===== src/rtl/inst_fetch.sv =====
// ============================================================================
// inst_fetch -- instruction fetch unit feeding the cpu block's Inst input.
//
// Holds a word-addressed instruction memory (2^ADDR_W x 32) that is loaded
// over a valid/ready port while idle, a program counter and a three-state
// controller (IDLE / RUN / HALT). In RUN it issues one registered
// instruction per cycle, with redirect > stall > fetch priority.
//
// Optional feature macro: IFETCH_HALT_DETECT_EN
//   defined   : a fetched word with opcode [31:26] == 6'b111111 is not issued;
//               fetch stops in HALT and 'halted' rises.
//   undefined : such words are issued like any other; HALT is unreachable and
//               'halted' stays 0.
//
// Parameters
//   ADDR_W      word-address width (memory depth 2^ADDR_W)
//   RESET_PC    PC loaded at reset and on every start
//
// Ports
//   clk          in   clock, all state on rising edge
//   rst_n        in   asynchronous active-low reset
//   load_valid   in   program-load word present
//   load_ready   out  load accepted this cycle (high only in IDLE)
//   load_addr    in   word address of load word
//   load_data    in   instruction word to store
//   start        in   begin fetching at RESET_PC (IDLE or HALT)
//   stall        in   hold current Inst / pc
//   redirect     in   taken branch/jump; flush and refetch
//   redirect_pc  in   redirect target word address
//   Inst         out  instruction to cpu
//   inst_valid   out  Inst holds a real fetched word
//   inst_pc      out  address Inst was fetched from
//   halted       out  fetch stopped on halt word
// ============================================================================
module inst_fetch #(
    parameter int unsigned           ADDR_W   = 6,
    parameter logic [ADDR_W-1:0]     RESET_PC = {ADDR_W{1'b0}}
) (
    input  logic              clk,
    input  logic              rst_n,
    input  logic              load_valid,
    output logic              load_ready,
    input  logic [ADDR_W-1:0] load_addr,
    input  logic [31:0]       load_data,
    input  logic              start,
    input  logic              stall,
    input  logic              redirect,
    input  logic [ADDR_W-1:0] redirect_pc,
    output logic [31:0]       Inst,
    output logic              inst_valid,
    output logic [ADDR_W-1:0] inst_pc,
    output logic              halted
);

    localparam int unsigned DEPTH = 32'd1 << ADDR_W;

    typedef enum logic [1:0] {
        ST_IDLE = 2'd0,
        ST_RUN  = 2'd1,
        ST_HALT = 2'd2
    } state_t;

    state_t              state_r;
    state_t              state_nxt_s;

    logic [31:0]         mem_r [0:DEPTH-1];

    logic [ADDR_W-1:0]   pc_r;
    logic [ADDR_W-1:0]   pc_nxt_s;
    logic [31:0]         inst_r;
    logic [31:0]         inst_nxt_s;
    logic                inst_valid_r;
    logic                inst_valid_nxt_s;
    logic [ADDR_W-1:0]   inst_pc_r;
    logic [ADDR_W-1:0]   inst_pc_nxt_s;
    logic                halted_r;
    logic                halted_nxt_s;

    logic [31:0]         fetch_word_s;
    logic [ADDR_W-1:0]   pc_inc_s;
    logic                halt_hit_s;
    logic                load_we_s;

    // Word at the current PC; registered into Inst on a fetch edge.
    assign fetch_word_s = mem_r[pc_r];
    // Natural ADDR_W-bit overflow provides the wrap from 2^ADDR_W-1 to 0.
    assign pc_inc_s     = pc_r + {{(ADDR_W-1){1'b0}}, 1'b1};
    assign load_we_s    = load_valid && (state_r == ST_IDLE);

`ifdef IFETCH_HALT_DETECT_EN
    assign halt_hit_s = (fetch_word_s[31:26] == 6'b111111);
`else
    assign halt_hit_s = 1'b0;
`endif

    // Instruction memory write port; contents survive reset by design.
    always_ff @(posedge clk) begin
        if (load_we_s) begin
            mem_r[load_addr] <= load_data;
        end
    end

    // Controller state register.
    always_ff @(posedge clk or negedge rst_n) begin
        if (!rst_n) begin
            state_r <= ST_IDLE;
        end else begin
            state_r <= state_nxt_s;
        end
    end

    // Controller next-state logic.
    always_comb begin
        state_nxt_s = state_r;
        case (state_r)
            ST_IDLE: begin
                if (start) begin
                    state_nxt_s = ST_RUN;
                end else begin
                    state_nxt_s = ST_IDLE;
                end
            end
            ST_RUN: begin
                // A redirect (even with stall) overrides a halt in the same cycle.
                if (redirect || stall) begin
                    state_nxt_s = ST_RUN;
                end else if (halt_hit_s) begin
                    state_nxt_s = ST_HALT;
                end else begin
                    state_nxt_s = ST_RUN;
                end
            end
            ST_HALT: begin
                if (start) begin
                    state_nxt_s = ST_RUN;
                end else begin
                    state_nxt_s = ST_HALT;
                end
            end
            default: begin
                state_nxt_s = ST_IDLE;
            end
        endcase
    end

    // Datapath next values per state; everything holds unless updated.
    always_comb begin
        pc_nxt_s         = pc_r;
        inst_nxt_s       = inst_r;
        inst_valid_nxt_s = inst_valid_r;
        inst_pc_nxt_s    = inst_pc_r;
        halted_nxt_s     = halted_r;
        case (state_r)
            ST_IDLE: begin
                if (start) begin
                    pc_nxt_s = RESET_PC;
                end else begin
                    pc_nxt_s = pc_r;
                end
            end
            ST_RUN: begin
                if (redirect) begin
                    // Flush the in-flight word; target is fetched next edge.
                    pc_nxt_s         = redirect_pc;
                    inst_nxt_s       = 32'h0000_0000;
                    inst_valid_nxt_s = 1'b0;
                end else if (stall) begin
                    pc_nxt_s = pc_r;
                end else if (halt_hit_s) begin
                    // Halt word is not issued; pc keeps its address.
                    inst_nxt_s       = 32'h0000_0000;
                    inst_valid_nxt_s = 1'b0;
                    halted_nxt_s     = 1'b1;
                end else begin
                    inst_nxt_s       = fetch_word_s;
                    inst_pc_nxt_s    = pc_r;
                    inst_valid_nxt_s = 1'b1;
                    pc_nxt_s         = pc_inc_s;
                end
            end
            ST_HALT: begin
                inst_nxt_s       = 32'h0000_0000;
                inst_valid_nxt_s = 1'b0;
                if (start) begin
                    pc_nxt_s     = RESET_PC;
                    halted_nxt_s = 1'b0;
                end else begin
                    halted_nxt_s = 1'b1;
                end
            end
            default: begin
                pc_nxt_s         = RESET_PC;
                inst_nxt_s       = 32'h0000_0000;
                inst_valid_nxt_s = 1'b0;
                halted_nxt_s     = 1'b0;
            end
        endcase
    end

    // Datapath and output registers.
    always_ff @(posedge clk or negedge rst_n) begin
        if (!rst_n) begin
            pc_r         <= RESET_PC;
            inst_r       <= 32'h0000_0000;
            inst_valid_r <= 1'b0;
            inst_pc_r    <= {ADDR_W{1'b0}};
            halted_r     <= 1'b0;
        end else begin
            pc_r         <= pc_nxt_s;
            inst_r       <= inst_nxt_s;
            inst_valid_r <= inst_valid_nxt_s;
            inst_pc_r    <= inst_pc_nxt_s;
            halted_r     <= halted_nxt_s;
        end
    end

    assign load_ready = (state_r == ST_IDLE);
    assign Inst       = inst_r;
    assign inst_valid = inst_valid_r;
    assign inst_pc    = inst_pc_r;
    assign halted     = halted_r;

endmodule

===== config.mk =====
export PLATFORM = sky130hd
export DESIGN_NAME = inst_fetch
export DESIGN_NICKNAME = d
export VERILOG_FILES = /design/src/rtl/inst_fetch.sv
export SDC_FILE = /design/constraint.sdc
export NUM_CORES = 2
export LEC_CHECK = 0
export BUFFER_PORTS_ARGS = -buffer_cell sky130_fd_sc_hd__buf_2
export CAP_MARGIN = 40
export CORE_MARGIN = 2
export CORE_UTILIZATION = 40
export CTS_CLUSTER_SIZE = 16
export DETAILED_ROUTE_END_ITERATION = 10
export PLACE_DENSITY = 0.52
export SLEW_MARGIN = 20
export SYNTH_ARGS = -nofsm -noshare
export SYNTH_HDL_FRONTEND = slang
export SYNTH_SLANG_ARGS = --single-unit

===== constraint.sdc =====
create_clock -name clk -period 5.7 [get_ports clk]
set_input_delay 0.285 -clock clk [delete_from_list [all_inputs] [get_ports clk]]
set_output_delay 0.285 -clock clk [all_outputs]
set_load 0.01 [all_outputs]

==> impl_results.md <==
- Starting Density: 0.4011
- Final ANT Viol Nets: 0
- Status: complete, no violations
- VDD IR max: about 0.00033 V
- I/O pin count: a little over 90
- Post-Synth Adder-Cell Area: 0.0001566
- Die height: 451 um
- Fraction of layout cells with a size suffix above 1: 0.2964
- Global route total overflow: 0
- Antenna violations before repair: 16
- Largest net degree at the start of global routing: slightly below 100
- RSZ-0062 raised after global routing: false
- Worst-case clock buffer depth: 3
- Tot Pwr: ~36 mW
- GRT Util Overall: 0.2233
- GPL Wtd Cong: around 0.79
- Final Hold Slack: 0.06397 ns
- Internal power: ~27 mW
- Commonest non-fill, non-tap cells in the layout: edfxtp_1, mux4_2, clkbuf_16
- Nets@finish: approximately 4000
- Final Hold Fails: 0
- Hold Crit Class: primary input to register
- Largest family of logic cells by synthesized area: multiplexers
- Area leader, netlist: edfxtp_1
- Crit share post-route: 0.6921
- CP Capture Type: register
- Slowest cell on crit path: dfrtp_4
- PwrDens: between 300 and 400 nW/um2
- Chip width: between 400 and 500 um
- Vias per cell: ~5.8
- CTS tree: built
- Slew headroom: 0.3187
- First-pass GRT wire length: between 300000 and 400000 um
- Fin crit period: ~3.9 ns
- Syn_nets: about 3600
- Worst Skew: between 0.04 and 0.05 ns
- Post-Synth Simple-Gate Area: 0.01284
- Hpwl dp: between 100000 and 150000 um
- Most Crowded Layer GR: met2
- Register share of total power: 0.474
- Synth area leaders: edfxtp_1, mux4_2, mux2i_1, dfrtp_1, a22oi_1
- GR Layer Usage met3: 0.03747
- Crit-path max cell delay: 0.73 ns
- Worst-Skew Late Latency: roughly 0.85 ns
- Fmax: between 200 and 300 MHz
- Slew @ Worst Pin: between 1 and 1.5 ns
- Vias in the first global route: between 30000 and 40000
- WL per Instance: ~34 um
- Sw frac: 0.2480
- Multiplexer area fraction after synthesis: 0.1544
- Yosys reg bits: 2096
- WP data arrival: between 4 and 5 ns
- Startpoint Class: register
- Commonest non-fill, non-tap cell in the layout: edfxtp_1
- Die Area: approximately 200000 um2
- Ys flop type: edfxtp_1
- Unique masters post-synth: 56
- Area Overhead vs Synth: 16.11%
- Initial DRT Pass Iterations: 5
- NetSw: roughly 9.0 mW
- Routing usage on met1: 0.3173
- Syn Std Cell Area: 79920 um2
- Worst Setup Path Type: register to register
- Max Transition Viols Final: 0
- Post-synth EDFFs: just over 2000
- Row Count: 164
- Xor-xnor portion of the synthesized cell area: 0.0002192
- Sequential cell area fraction in the yosys report: 0.7845
- Drt drc: 0
- Clock Pin Slew Worst Setup and Hold Paths: ~0.06 ns
- Num CTS Buffers: about 210
- CP cell instances: buf_12, buf_4, buf_4, nor2b_1, a2111oi_0, a2111oi_0, buf_1, o21ai_0, o211ai_1
- WL final: between 200000 and 250000 um
- Final setup viols: 0
- H-Tree Depth: 4
- WP data required: 6.40 ns
- Total number of vias: about 39000
- Port buffer count: 90
- Cells after Synth: between 3000 and 4000
- Avg Cell Area, Syn: around 23 um2
- Met2 track demand over resource: 0.3583
- Critical path peak fanout: 35
- Comb pwr share: 0.133
- Root buffer cell: clkbuf_16
- Synth Area in Compound Gates: 0.03273
- Ys async rst share: 0.02290
- Max-cap violation count: 0
- Top cell type's share of synthesized area: 0.7695
- Leakage: approximately 29 nW
- Setup_tns: 0 ns
- # fillers: approximately 16000
- Clk pwr share: 0.393
- CTS sink cnt: between 2000 and 2500
- Initial DRC count: roughly 4800
- Yosys synthesis warning count: 0
- Core area: around 200000 um2
-- final timing paths --
path	startpoint	endpoint	slack, ns	cells after the start
min in group asynchronous	rst_n	Inst[21]	0.54	4
worst min-delay path	load_data[15]	mem_r[37][15]	0.06	2
worst max-delay path	pc_r[0]	Inst[3]	1.75	9
worst min register to register	inst_valid	inst_valid	0.52	1
worst max register to register	pc_r[0]	Inst[3]	1.75	9
max in group asynchronous	rst_n	pc_r[2]	4.24	4
-- power groups by stage --
stage,combinational [mW],sequential (mW),clock (mW)
global placement,4.80,17.6,0
global route,5.10,17.3,15.2
floorplan,3.08,17.4,0
CTS,4.89,17.3,14.6
detailed placement,4.86,17.6,0
finish,4.85,17.3,14.3
-- per-stage QoR --
step	utilization	instances	setup WS, ns	area, um2
finish	0.4657	6707	1.755	92800
detailed placement	0.4279	6270	1.882	85260
global route	0.4657	6704	1.659	92790
floorplan	-	3521	2.714	79920
global placement	0.4237	6229	1.235	84410
CTS	0.4654	6699	1.863	92730
-- area by class of cell --
type / instances / area, um2 / share of cell area
repair buffers: 325 / 2989 / 0.03221
multi-input cells: 1220 / 16550 / 0.1784
clock inverters: 125 / 1493 / 0.01609
well taps: 2656 / 3323 / 0.03581
diodes: 3 / 7.507 / 0.00008090
clock buffers: 276 / 5687 / 0.06128
inverters: 6 / 25.02 / 0.0002697
flip-flops and latches: 2096 / 62720 / 0.6759
-- what timing repair did --
| item | 4_1_cts | 5_1_grt |
|---|---|---|
| buffers inserted | 0 | 0 |
| endpoints found under the hold margin | 442 | 0 |
| hold buffers | 28 | 0 |
| resized for setup | 0 | 0 |
-- cells in the mapped netlist (all sizes together), types with 2 or more instances --
master and n:
o21ai 33, or3 3, and3 4, mux2i 138, mux4 480, o211ai 12, a22o 18, a22oi 90
and2 6, a21oi 50, o311ai 2, a311o 5, xnor2 2, dfrtp 48, a2111oi 17, a31oi 2
a21o 5, edfxtp 2048, nand2b 2, nor3 3, o22ai 35, inv 5, clkbuf 68, a211o 13
a2bb2oi 3, a32oi 2, a221o 12, buf 131, nand2 76, nor2b 14, nand3b 6, a211oi 18
nor2 88, or3b 6, mux2 13, o221ai 22, a221oi 12, nand3 19
-- worst max-delay path, delay by kind of cell (launching register included) --
family	cells	cell delay, ns
simple gates	1	0.08
flops	1	0.73
buf+inv	4	1.43
compound gates	4	1.46
-- registers in the layout (all words and copies together) (netlist names) --
signal	count
inst_valid	1
halted	1
mem_r	2048
state_r	2
inst_pc	6
pc_r	6
Inst	32
-- kinds of logic after synthesis --
logic type | Yosys count
AO/OA/AOI/OAI | 357
multiplexers | 631
AND/OR/NAND/NOR | 229
adder cells (fa/ha/maj) | 1
XOR/XNOR | 2
flip-flops | 2096
buffers and inverters | 205
-- routing by layer --
metal | part of all wire | up-vias
li1 | - | 15750
met1 | 0.42 | 21440
met2 | 0.48 | 1541
met3 | 0.068 | 328
met4 | 0.027 | 0
met5 | 0 | -
Note: power is estimated with default switching activity, not from simulation.
